===== config.mk =====
export PLATFORM = sky130hd
export DESIGN_NAME = piano_sequencer
export DESIGN_NICKNAME = d
export VERILOG_FILES = /design/src/rtl/piano_sequencer.sv
export SDC_FILE = /design/constraint.sdc
export NUM_CORES = 1
export LEC_CHECK = 0
export BUFFER_PORTS_ARGS = -buffer_cell sky130_fd_sc_hd__buf_2
export CAP_MARGIN = 20
export CORE_ASPECT_RATIO = 0.5
export CORE_MARGIN = 1
export CORE_UTILIZATION = 60
export DETAILED_ROUTE_END_ITERATION = 7
export GPL_ROUTABILITY_DRIVEN = 1
export PLACE_DENSITY_LB_ADDON = 0.08
export SLEW_MARGIN = 10
export SYNTH_ARGS = -nofsm -noshare
export SYNTH_HDL_FRONTEND = slang
export SYNTH_SLANG_ARGS = --single-unit

===== constraint.sdc =====
create_clock -name clk -period 7.1 [get_ports clk]
set_input_delay 0.355 -clock clk [delete_from_list [all_inputs] [get_ports clk]]
set_output_delay 0.355 -clock clk [all_outputs]
set_load 0.005 [all_outputs]

===== src/rtl/piano_sequencer.sv =====
// -----------------------------------------------------------------------------
// piano_sequencer
//
// Small key-driven note sequencer. Live keys are priority-encoded into a note
// (lowest pressed key wins, note = key index + 1, 0 = silence) and can be
// played directly, recorded as (note, octave, duration) segments into a small
// buffer, played back from that buffer, or used as a "learn" target where the
// player must press the recorded notes in order to score.
//
// Parameters
//   NUM_KEYS  number of piano keys (note index must fit in 4 bits, <= 15)
//   DEPTH     recorded-segment buffer entries (power of two, >= 2)
//   TICK_DIV  clk cycles per duration tick
//
// Ports
//   clk         system clock
//   reset       asynchronous, active-low reset
//   keys        piano keys, 1 = pressed
//   octave      live octave select
//   mode        100 free (rec=1 -> record), 010 playback, 001 learn,
//               anything else idle
//   rec         record arm, only meaningful with mode=100
//   note_out    0 = silence, 1..NUM_KEYS = note index
//   octave_out  octave accompanying note_out
//   led_out     one-hot key indication
//   score       learn-mode correct-hit count (saturates at 255)
//   busy        playback in progress
//   full        record buffer full
//
// Build option
//   SEQ_LOOP_EN  when defined, playback wraps from the last recorded entry back
//                to entry 0 forever; when undefined, playback stops after the
//                last entry with note_out=0 and busy=0 until PLAY is re-entered.
// -----------------------------------------------------------------------------
module piano_sequencer #(
    parameter int NUM_KEYS = 7,
    parameter int DEPTH    = 32,
    parameter int TICK_DIV = 100000
) (
    input  logic                clk,
    input  logic                reset,
    input  logic [NUM_KEYS-1:0] keys,
    input  logic [1:0]          octave,
    input  logic [2:0]          mode,
    input  logic                rec,
    output logic [3:0]          note_out,
    output logic [1:0]          octave_out,
    output logic [NUM_KEYS-1:0] led_out,
    output logic [7:0]          score,
    output logic                busy,
    output logic                full
);

    localparam int AW = (DEPTH > 1) ? $clog2(DEPTH) : 1;
    localparam int CW = AW + 1;                       // holds 0..DEPTH
    localparam int TW = (TICK_DIV > 1) ? $clog2(TICK_DIV) : 1;

    localparam logic [2:0] S_IDLE  = 3'd0;
    localparam logic [2:0] S_FREE  = 3'd1;
    localparam logic [2:0] S_REC   = 3'd2;
    localparam logic [2:0] S_PLAY  = 3'd3;
    localparam logic [2:0] S_LEARN = 3'd4;

    // ------------------------------------------------------------------
    // State and datapath registers
    // ------------------------------------------------------------------
    logic [2:0]    state;
    logic [2:0]    next_state;
    logic [3:0]    live_note;       // encoded keys, one cycle late
    logic [1:0]    live_oct;
    logic [CW-1:0] count;           // valid entries in the buffer
    logic [AW-1:0] ptr;             // playback / learn position
    logic [TW-1:0] tick_cnt;
    logic [7:0]    dur_cnt;         // REC: open segment length; PLAY/LEARN: elapsed ticks
    logic [3:0]    seg_note;        // open record segment
    logic [1:0]    seg_oct;

    // Segment buffer: plain storage, contents are don't-care after reset.
    logic [3:0]    mem_note [DEPTH];
    logic [1:0]    mem_oct  [DEPTH];
    logic [7:0]    mem_dur  [DEPTH];

    // ------------------------------------------------------------------
    // Combinational helpers
    // ------------------------------------------------------------------
    logic [3:0]    enc;
    logic          tick;
    logic [7:0]    dur_inc;
    logic          changing;
    logic          seg_change;
    logic          rec_exit;
    logic          wr_en;
    logic [AW-1:0] wr_addr;
    logic [CW-1:0] count_nxt;
    logic [3:0]    cur_note;
    logic [1:0]    cur_oct;
    logic [7:0]    cur_dur;
    logic [7:0]    need;
    logic          elapsed_ok;
    logic          ptr_last;
    logic [AW-1:0] ptr_adv;
    logic          press;

    function automatic logic [NUM_KEYS-1:0] onehot(input logic [3:0] n);
        logic [NUM_KEYS-1:0] v;
        for (int i = 0; i < NUM_KEYS; i++)
            v[i] = (n == 4'(i + 1));
        return v;
    endfunction

    // Lowest-index pressed key wins: scan from the top so the last hit is lowest.
    always_comb begin
        enc = '0;
        for (int i = NUM_KEYS - 1; i >= 0; i--)
            if (keys[i]) enc = 4'(i + 1);
    end

    always_comb begin
        case (mode)
            3'b100:  next_state = rec ? S_REC : S_FREE;
            3'b010:  next_state = S_PLAY;
            3'b001:  next_state = S_LEARN;
            default: next_state = S_IDLE;
        endcase
    end

    assign tick     = (tick_cnt == TW'(TICK_DIV - 1));
    // Duration including a tick that completes on this very edge.
    assign dur_inc  = (tick && dur_cnt != 8'hFF) ? dur_cnt + 8'd1 : dur_cnt;
    assign changing = (next_state != state);

    // The change is detected against the value the live registers are about
    // to take, so a segment ends exactly when the new note appears.
    assign seg_change = (state == S_REC) && !changing &&
                        ({enc, octave} != {seg_note, seg_oct});
    assign rec_exit   = (state == S_REC) && changing && (dur_inc != 8'd0) && !full;
    assign wr_en      = (seg_change && !full) || rec_exit;
    assign wr_addr    = count[AW-1:0];
    assign count_nxt  = wr_en ? count + CW'(1) : count;

    assign cur_note   = mem_note[ptr];
    assign cur_oct    = mem_oct[ptr];
    assign cur_dur    = mem_dur[ptr];
    // A zero-length entry still occupies one tick.
    assign need       = (cur_dur == 8'd0) ? 8'd1 : cur_dur;
    assign elapsed_ok = ({1'b0, dur_cnt} + 9'd1) >= {1'b0, need};
    assign ptr_last   = ((CW'(ptr) + CW'(1)) == count);
    assign ptr_adv    = ptr_last ? '0 : ptr + AW'(1);

    // New nonzero note appearing on the keys (press or slide to another key).
    assign press      = (enc != 4'd0) && (enc != live_note);

    // ------------------------------------------------------------------
    // Buffer write port
    // ------------------------------------------------------------------
    always_ff @(posedge clk) begin
        if (wr_en) begin
            mem_note[wr_addr] <= seg_note;
            mem_oct[wr_addr]  <= seg_oct;
            mem_dur[wr_addr]  <= dur_inc;
        end
    end

    // ------------------------------------------------------------------
    // Control
    // ------------------------------------------------------------------
    always_ff @(posedge clk or negedge reset) begin
        if (!reset) begin
            state     <= S_IDLE;
            live_note <= '0;
            live_oct  <= '0;
            count     <= '0;
            ptr       <= '0;
            tick_cnt  <= '0;
            dur_cnt   <= '0;
            seg_note  <= '0;
            seg_oct   <= '0;
            score     <= '0;
            busy      <= 1'b0;
            full      <= 1'b0;
        end else begin
            state     <= next_state;
            live_note <= enc;
            live_oct  <= octave;
            tick_cnt  <= tick ? '0 : tick_cnt + TW'(1);

            if (wr_en) begin
                count <= count + CW'(1);
                if (count + CW'(1) == CW'(DEPTH))
                    full <= 1'b1;
            end

            if (changing) begin
                // Every state change restarts position and timing.
                ptr      <= '0;
                tick_cnt <= '0;
                dur_cnt  <= '0;
                busy     <= (next_state == S_PLAY) && (count_nxt != '0);
                case (next_state)
                    S_REC: begin
                        count    <= '0;
                        full     <= 1'b0;
                        seg_note <= enc;
                        seg_oct  <= octave;
                    end
                    S_LEARN: score <= '0;
                    default: ;
                endcase
            end else begin
                case (state)
                    S_REC: begin
                        if (seg_change) begin
                            seg_note <= enc;
                            seg_oct  <= octave;
                            dur_cnt  <= '0;
                            tick_cnt <= '0;
                        end else begin
                            dur_cnt  <= dur_inc;
                        end
                    end

                    S_PLAY: begin
                        if (busy && tick) begin
                            if (elapsed_ok) begin
                                dur_cnt <= '0;
                                if (ptr_last) begin
`ifdef SEQ_LOOP_EN
                                    ptr  <= '0;
`else
                                    busy <= 1'b0;
`endif
                                end else begin
                                    ptr <= ptr + AW'(1);
                                end
                            end else begin
                                dur_cnt <= dur_cnt + 8'd1;
                            end
                        end
                    end

                    S_LEARN: begin
                        if (count != '0) begin
                            if (cur_note == 4'd0) begin
                                // Rests cannot be played, so they time out.
                                if (tick) begin
                                    if (elapsed_ok) begin
                                        dur_cnt <= '0;
                                        ptr     <= ptr_adv;
                                    end else begin
                                        dur_cnt <= dur_cnt + 8'd1;
                                    end
                                end
                            end else if (press && enc == cur_note) begin
                                if (score != 8'hFF)
                                    score <= score + 8'd1;
                                ptr     <= ptr_adv;
                                dur_cnt <= '0;
                            end
                        end
                    end

                    default: ;
                endcase
            end
        end
    end

    // ------------------------------------------------------------------
    // Outputs (driven from registers only)
    // ------------------------------------------------------------------
    always_comb begin
        note_out   = '0;
        octave_out = '0;
        led_out    = '0;
        case (state)
            S_FREE, S_REC: begin
                note_out   = live_note;
                octave_out = live_oct;
                led_out    = onehot(live_note);
            end
            S_PLAY: begin
                if (busy) begin
                    note_out   = cur_note;
                    octave_out = cur_oct;
                    led_out    = onehot(cur_note);
                end
            end
            S_LEARN: begin
                note_out   = live_note;
                octave_out = live_oct;
                if (count != '0)
                    led_out = onehot(cur_note);
            end
            default: ;
        endcase
    end

endmodule

==> flow_results.xml <==
<?xml version="1.0" encoding="UTF-8"?>
<metrics>
  <group name="floorplan">
    <metric name="floorplan.rows" unit="">47</metric>
    <metric name="die-height" unit="um">132</metric>
    <metric name="io_pins" unit="">38</metric>
    <metric name="fp.coreArea" unit="um^2">33300</metric>
    <metric name="initial_utilization" unit="">0.614</metric>
    <metric name="die_area" unit="um^2">34800</metric>
    <metric name="width_of_the_die" unit="um">263</metric>
  </group>
  <group name="setup_path">
    <metric name="crit_family" unit="">compound AO/OA/AOI/OAI gates</metric>
    <metric name="reg2reg_slack" unit="ns">1.50</metric>
    <metric name="r2r_start" unit="">ptr[0]</metric>
    <metric name="worstSetupStartpointType" unit="">flip-flop</metric>
    <metric name="worst_path_max_delay_cell" unit="">dfrtp_4</metric>
    <metric name="critical-path-max-stage-delay" unit="ns">0.88</metric>
    <metric name="worstPathRequired" unit="ns">7.59</metric>
    <metric name="cp.arrival" unit="ns">6.09</metric>
    <metric name="crit-reg2reg-capture" unit="">dur_cnt[5]</metric>
    <metric name="crit_type" unit="">reg -&gt; reg</metric>
    <metric name="crit_path_cell_trace" unit="">buf_4 &gt; mux4_2 &gt; mux4_2 &gt; mux2i_1 &gt; nand4_1 &gt; o21ai_0 &gt; ha_1 &gt; nand2b_1 &gt; a21o_1 &gt; a211oi_1 &gt; o31a_1 &gt; nor2b_1 &gt; a21boi_0 &gt; o21ai_0 &gt; o32ai_1 &gt; a41o_1</metric>
    <metric name="cp_max_fo" unit="">35</metric>
    <metric name="depth_of_the_most_critical_reg_to_reg_path" unit="">16</metric>
    <metric name="endpoint_kind" unit="">flip-flop</metric>
    <metric name="cp_num_buf_inv" unit="">1</metric>
  </group>
  <group name="detailed_routing">
    <metric name="drt-total-wl" unit="um">49400</metric>
    <metric name="drt-vias-per-instance" unit="">6.72</metric>
    <metric name="dr.first_iter.drc_count" unit="">1622</metric>
    <metric name="postRouteAntennaNets" unit="">0</metric>
    <metric name="post_drt_wl_per_cell" unit="um">28.2</metric>
    <metric name="route.vias.total" unit="">11800</metric>
    <metric name="firstDrtPassIters" unit="">5</metric>
    <metric name="post-route-drc-count" unit="">0</metric>
  </group>
  <group name="sta">
    <metric name="max_clock_freq" unit="MHz">178</metric>
    <metric name="fin_ws" unit="ns">1.50</metric>
    <metric name="setup_viol" unit="">0</metric>
    <metric name="final.min_clock_period" unit="ns">5.60</metric>
    <metric name="fin_setup_tns" unit="ns">0</metric>
    <metric name="slew_viol_final" unit="">0</metric>
    <metric name="rel_slew_slack" unit="">0.222</metric>
    <metric name="post-route-period-util" unit="">0.789</metric>
    <metric name="final_hold_violation_count" unit="">0</metric>
    <metric name="tightestPinTransition" unit="ns">1.17</metric>
    <metric name="worst_clock_skew" unit="ns">0.0192</metric>
    <metric name="grt_setup_unrepaired" unit="">false</metric>
  </group>
  <group name="synth">
    <metric name="synthesis.area" unit="um^2">20400</metric>
    <metric name="postSynthRegisterBits" unit="">475</metric>
    <metric name="synth-async-reset-ratio" unit="">0.124</metric>
    <metric name="yosys-top-cells-area" unit="">edfxtp_1, mux4_2, dfrtp_1, nor2_1, mux2i_1</metric>
    <metric name="number_of_enable_type_register_cells_in_the_synthesized_netlist" unit="">416</metric>
    <metric name="ys_warn_count" unit="">0</metric>
    <metric name="avgSynthCellArea" unit="um^2">16.7</metric>
    <metric name="netlist.area_leader.share" unit="">0.612</metric>
    <metric name="synth_top_flop_cell" unit="">edfxtp_1</metric>
    <metric name="post-synth-top-count-cell" unit="">edfxtp_1</metric>
    <metric name="syn_nets" unit="">1255</metric>
    <metric name="synth.top_cells.by_count" unit="">edfxtp_1, mux4_2, nor2_1</metric>
    <metric name="postSynthCellCount" unit="">1224</metric>
    <metric name="synth.yosys.seq_area_share" unit="">0.684</metric>
    <metric name="synth_cell_type_count" unit="">70</metric>
    <metric name="synth_largest_area_cell" unit="">edfxtp_1</metric>
  </group>
  <group name="power_and_ir_drop">
    <metric name="power_per_cell_area" unit="nW/um^2">260</metric>
    <metric name="leakage" unit="nW">7.46</metric>
    <metric name="ir_drop" unit="uV">141</metric>
    <metric name="finalPower" unit="W">0.00592</metric>
  </group>
  <group name="cts">
    <metric name="buffer_depth_of_the_longest_clock_path" unit="">3</metric>
    <metric name="cts.root.buffer_cell" unit="">clkbuf_16</metric>
    <metric name="clk_pin_slew" unit="ns">0.07</metric>
    <metric name="ctsHtreeMaxLevel" unit="">2</metric>
    <metric name="tritoncts.num_buffers" unit="">41</metric>
    <metric name="clock_latency_of_the_later_clocked_register_in_the_worst_skew_pair" unit="ns">0.56</metric>
    <metric name="clock_tree_from_tritoncts" unit="">built</metric>
    <metric name="cts_num_sinks" unit="">475</metric>
  </group>
  <group name="cells_and_area">
    <metric name="area_delta_synth_final" unit="%">11.4</metric>
    <metric name="finish.instance_area" unit="um^2">22800</metric>
    <metric name="finalCoreUtilization" unit="">0.684</metric>
    <metric name="design.final.nets" unit="">1313</metric>
    <metric name="antennaDiodeCount" unit="">0</metric>
    <metric name="drive_above_1_share" unit="">0.231</metric>
  </group>
  <group name="hold_path">
    <metric name="min-delay-start" unit="">mode[0]</metric>
    <metric name="hold_path_end" unit="">state[1]</metric>
    <metric name="holdCritPathClass" unit="">in -&gt; reg</metric>
    <metric name="timing.hold.worst_path_depth" unit="">2</metric>
  </group>
  <group name="global_route">
    <metric name="first_global_vias" unit="">11400</metric>
    <metric name="grt_first_pass_wirelength" unit="um">72900</metric>
    <metric name="antenna_found_initial" unit="">0</metric>
    <metric name="grt_usage" unit="">0.290</metric>
    <metric name="globalRoute.totalOverflow" unit="">0</metric>
    <metric name="largest_net_degree_at_the_start_of_global_routing" unit="">61</metric>
  </group>
  <group name="status">
    <metric name="outcome" unit="">complete, no violations</metric>
  </group>
  <group name="place">
    <metric name="dp.final_hpwl" unit="um">31300</metric>
    <metric name="post_placement_cell_area" unit="um^2">21400</metric>
    <metric name="place.gp.congestion" unit="">0.923</metric>
    <metric name="port-buffer-count" unit="">36</metric>
    <metric name="placement_stage_worst_setup_slack" unit="ns">1.55</metric>
  </group>
  <group name="run">
    <metric name="maxCapViolations" unit="">0</metric>
  </group>
</metrics>
[how the worst max path moves through the flow]
| stage | cells past startpoint | end | startpoint | slack (ns) |
|---|---|---|---|---|
| floorplan | 19 | dur_cnt[5] | ptr[0] | 2.19 |
| global placement | 16 | dur_cnt[5] | ptr[0] | 1.64 |
| detailed placement | 16 | dur_cnt[5] | ptr[0] | 1.55 |
| CTS | 16 | dur_cnt[5] | ptr[0] | 1.54 |
| global route | 16 | dur_cnt[5] | ptr[0] | 1.11 |
| finish | 16 | dur_cnt[5] | ptr[0] | 1.50 |
[state kept, by name, indices dropped and copies added, names as in the netlist, 2 cells and up]
register   flops
mem_dur      256
seg_note       3
ptr            5
seg_oct        2
score          8
count          6
live_note      3
live_oct       2
dur_cnt        8
mem_note      96
tick_cnt      17
state          3
mem_oct       64
[worst register-to-register path, stage by stage, from the launching register on]
cell      delay, ns
dfrtp_4        0.88
buf_4          0.48
mux4_2         0.56
mux4_2         0.51
mux2i_1        0.31
nand4_1        0.15
o21ai_0        0.21
ha_1           0.26
nand2b_1       0.14
a21o_1         0.18
a211oi_1       0.23
o31a_1         0.29
nor2b_1        0.32
a21boi_0       0.42
o21ai_0        0.16
o32ai_1        0.32
a41o_1         0.12
[logic make-up (layout without fill, tap and decap cells)]
kind of cell / Yosys count / after routing / synth area share
fa+ha+maj: 16 / 16 / 0.00980
mux: 150 / 150 / 0.143
buf+inv: 86 / 173 / 0.0187
other cells: 1 / 1 / 0.000184
xor+xnor: 52 / 52 / 0.0223
flops: 475 / 475 / 0.684
compound gates: 144 / 144 / 0.0491
simple gates: 300 / 300 / 0.0731
[area by class of cell]
class                   instances  area (um^2)
flip-flops and latches        475        14000
fillers                      2158        10500
multi-input cells             663         6220
clock buffers                  55         1120
repair buffers                 76          628
well taps                     441          552
clock inverters                17          160
inverters                      25         93.8
[stage by stage]
step                hold WS [ns]  std cells
floorplan                 0.0594       1224
global route              0.0573       1752
global placement           0.467       1665
detailed placement         0.483       1675
CTS                       0.0269       1750
finish                    0.0454       1752
[layer usage]
layer	wire (um)	part of all wire	GRT usage	vias up
met3	5610	0.11	0.0651	79
met4	954	0.019	0.0692	0
met1	21000	0.43	0.451	6039
met5	0	0	0	-
met2	21800	0.44	0.422	683
li1	-	-	-	4974
[timing repair]
| action | 4_1_cts | 5_1_grt |
|---|---|---|
| hold buffers | 3 | 0 |
| setup buffers | 0 | 0 |
| endpoints found under the hold margin | 26 | 0 |
| resized for setup | 0 | 0 |
[placed cells by master, fill, tap and decap left out, types with 19 or more instances in the layout]
master,netlist,routed
mux4_2,113,113
a21oi_1,28,27
xor2_1,23,23
buf_4,5,24
clkbuf_16,0,42
mux2i_1,31,31
nand2_1,69,69
inv_1,25,25
o21ai_0,19,19
nor2_1,95,65
nor2_2,0,29
xnor2_1,29,24
dfrtp_1,59,55
edfxtp_1,416,416
nand3_1,37,37
buf_2,9,36
[power breakdown]
group          leakage (nW)  switching, W  total, W  internal, W
registers              4.61      0.000142   0.00330      0.00316
clock network         0.615       0.00100   0.00219      0.00119
logic                  2.23      0.000252  0.000418     0.000166
total                  7.46       0.00140   0.00592      0.00452
No activity file was read; power rests on OpenSTA's default activity.
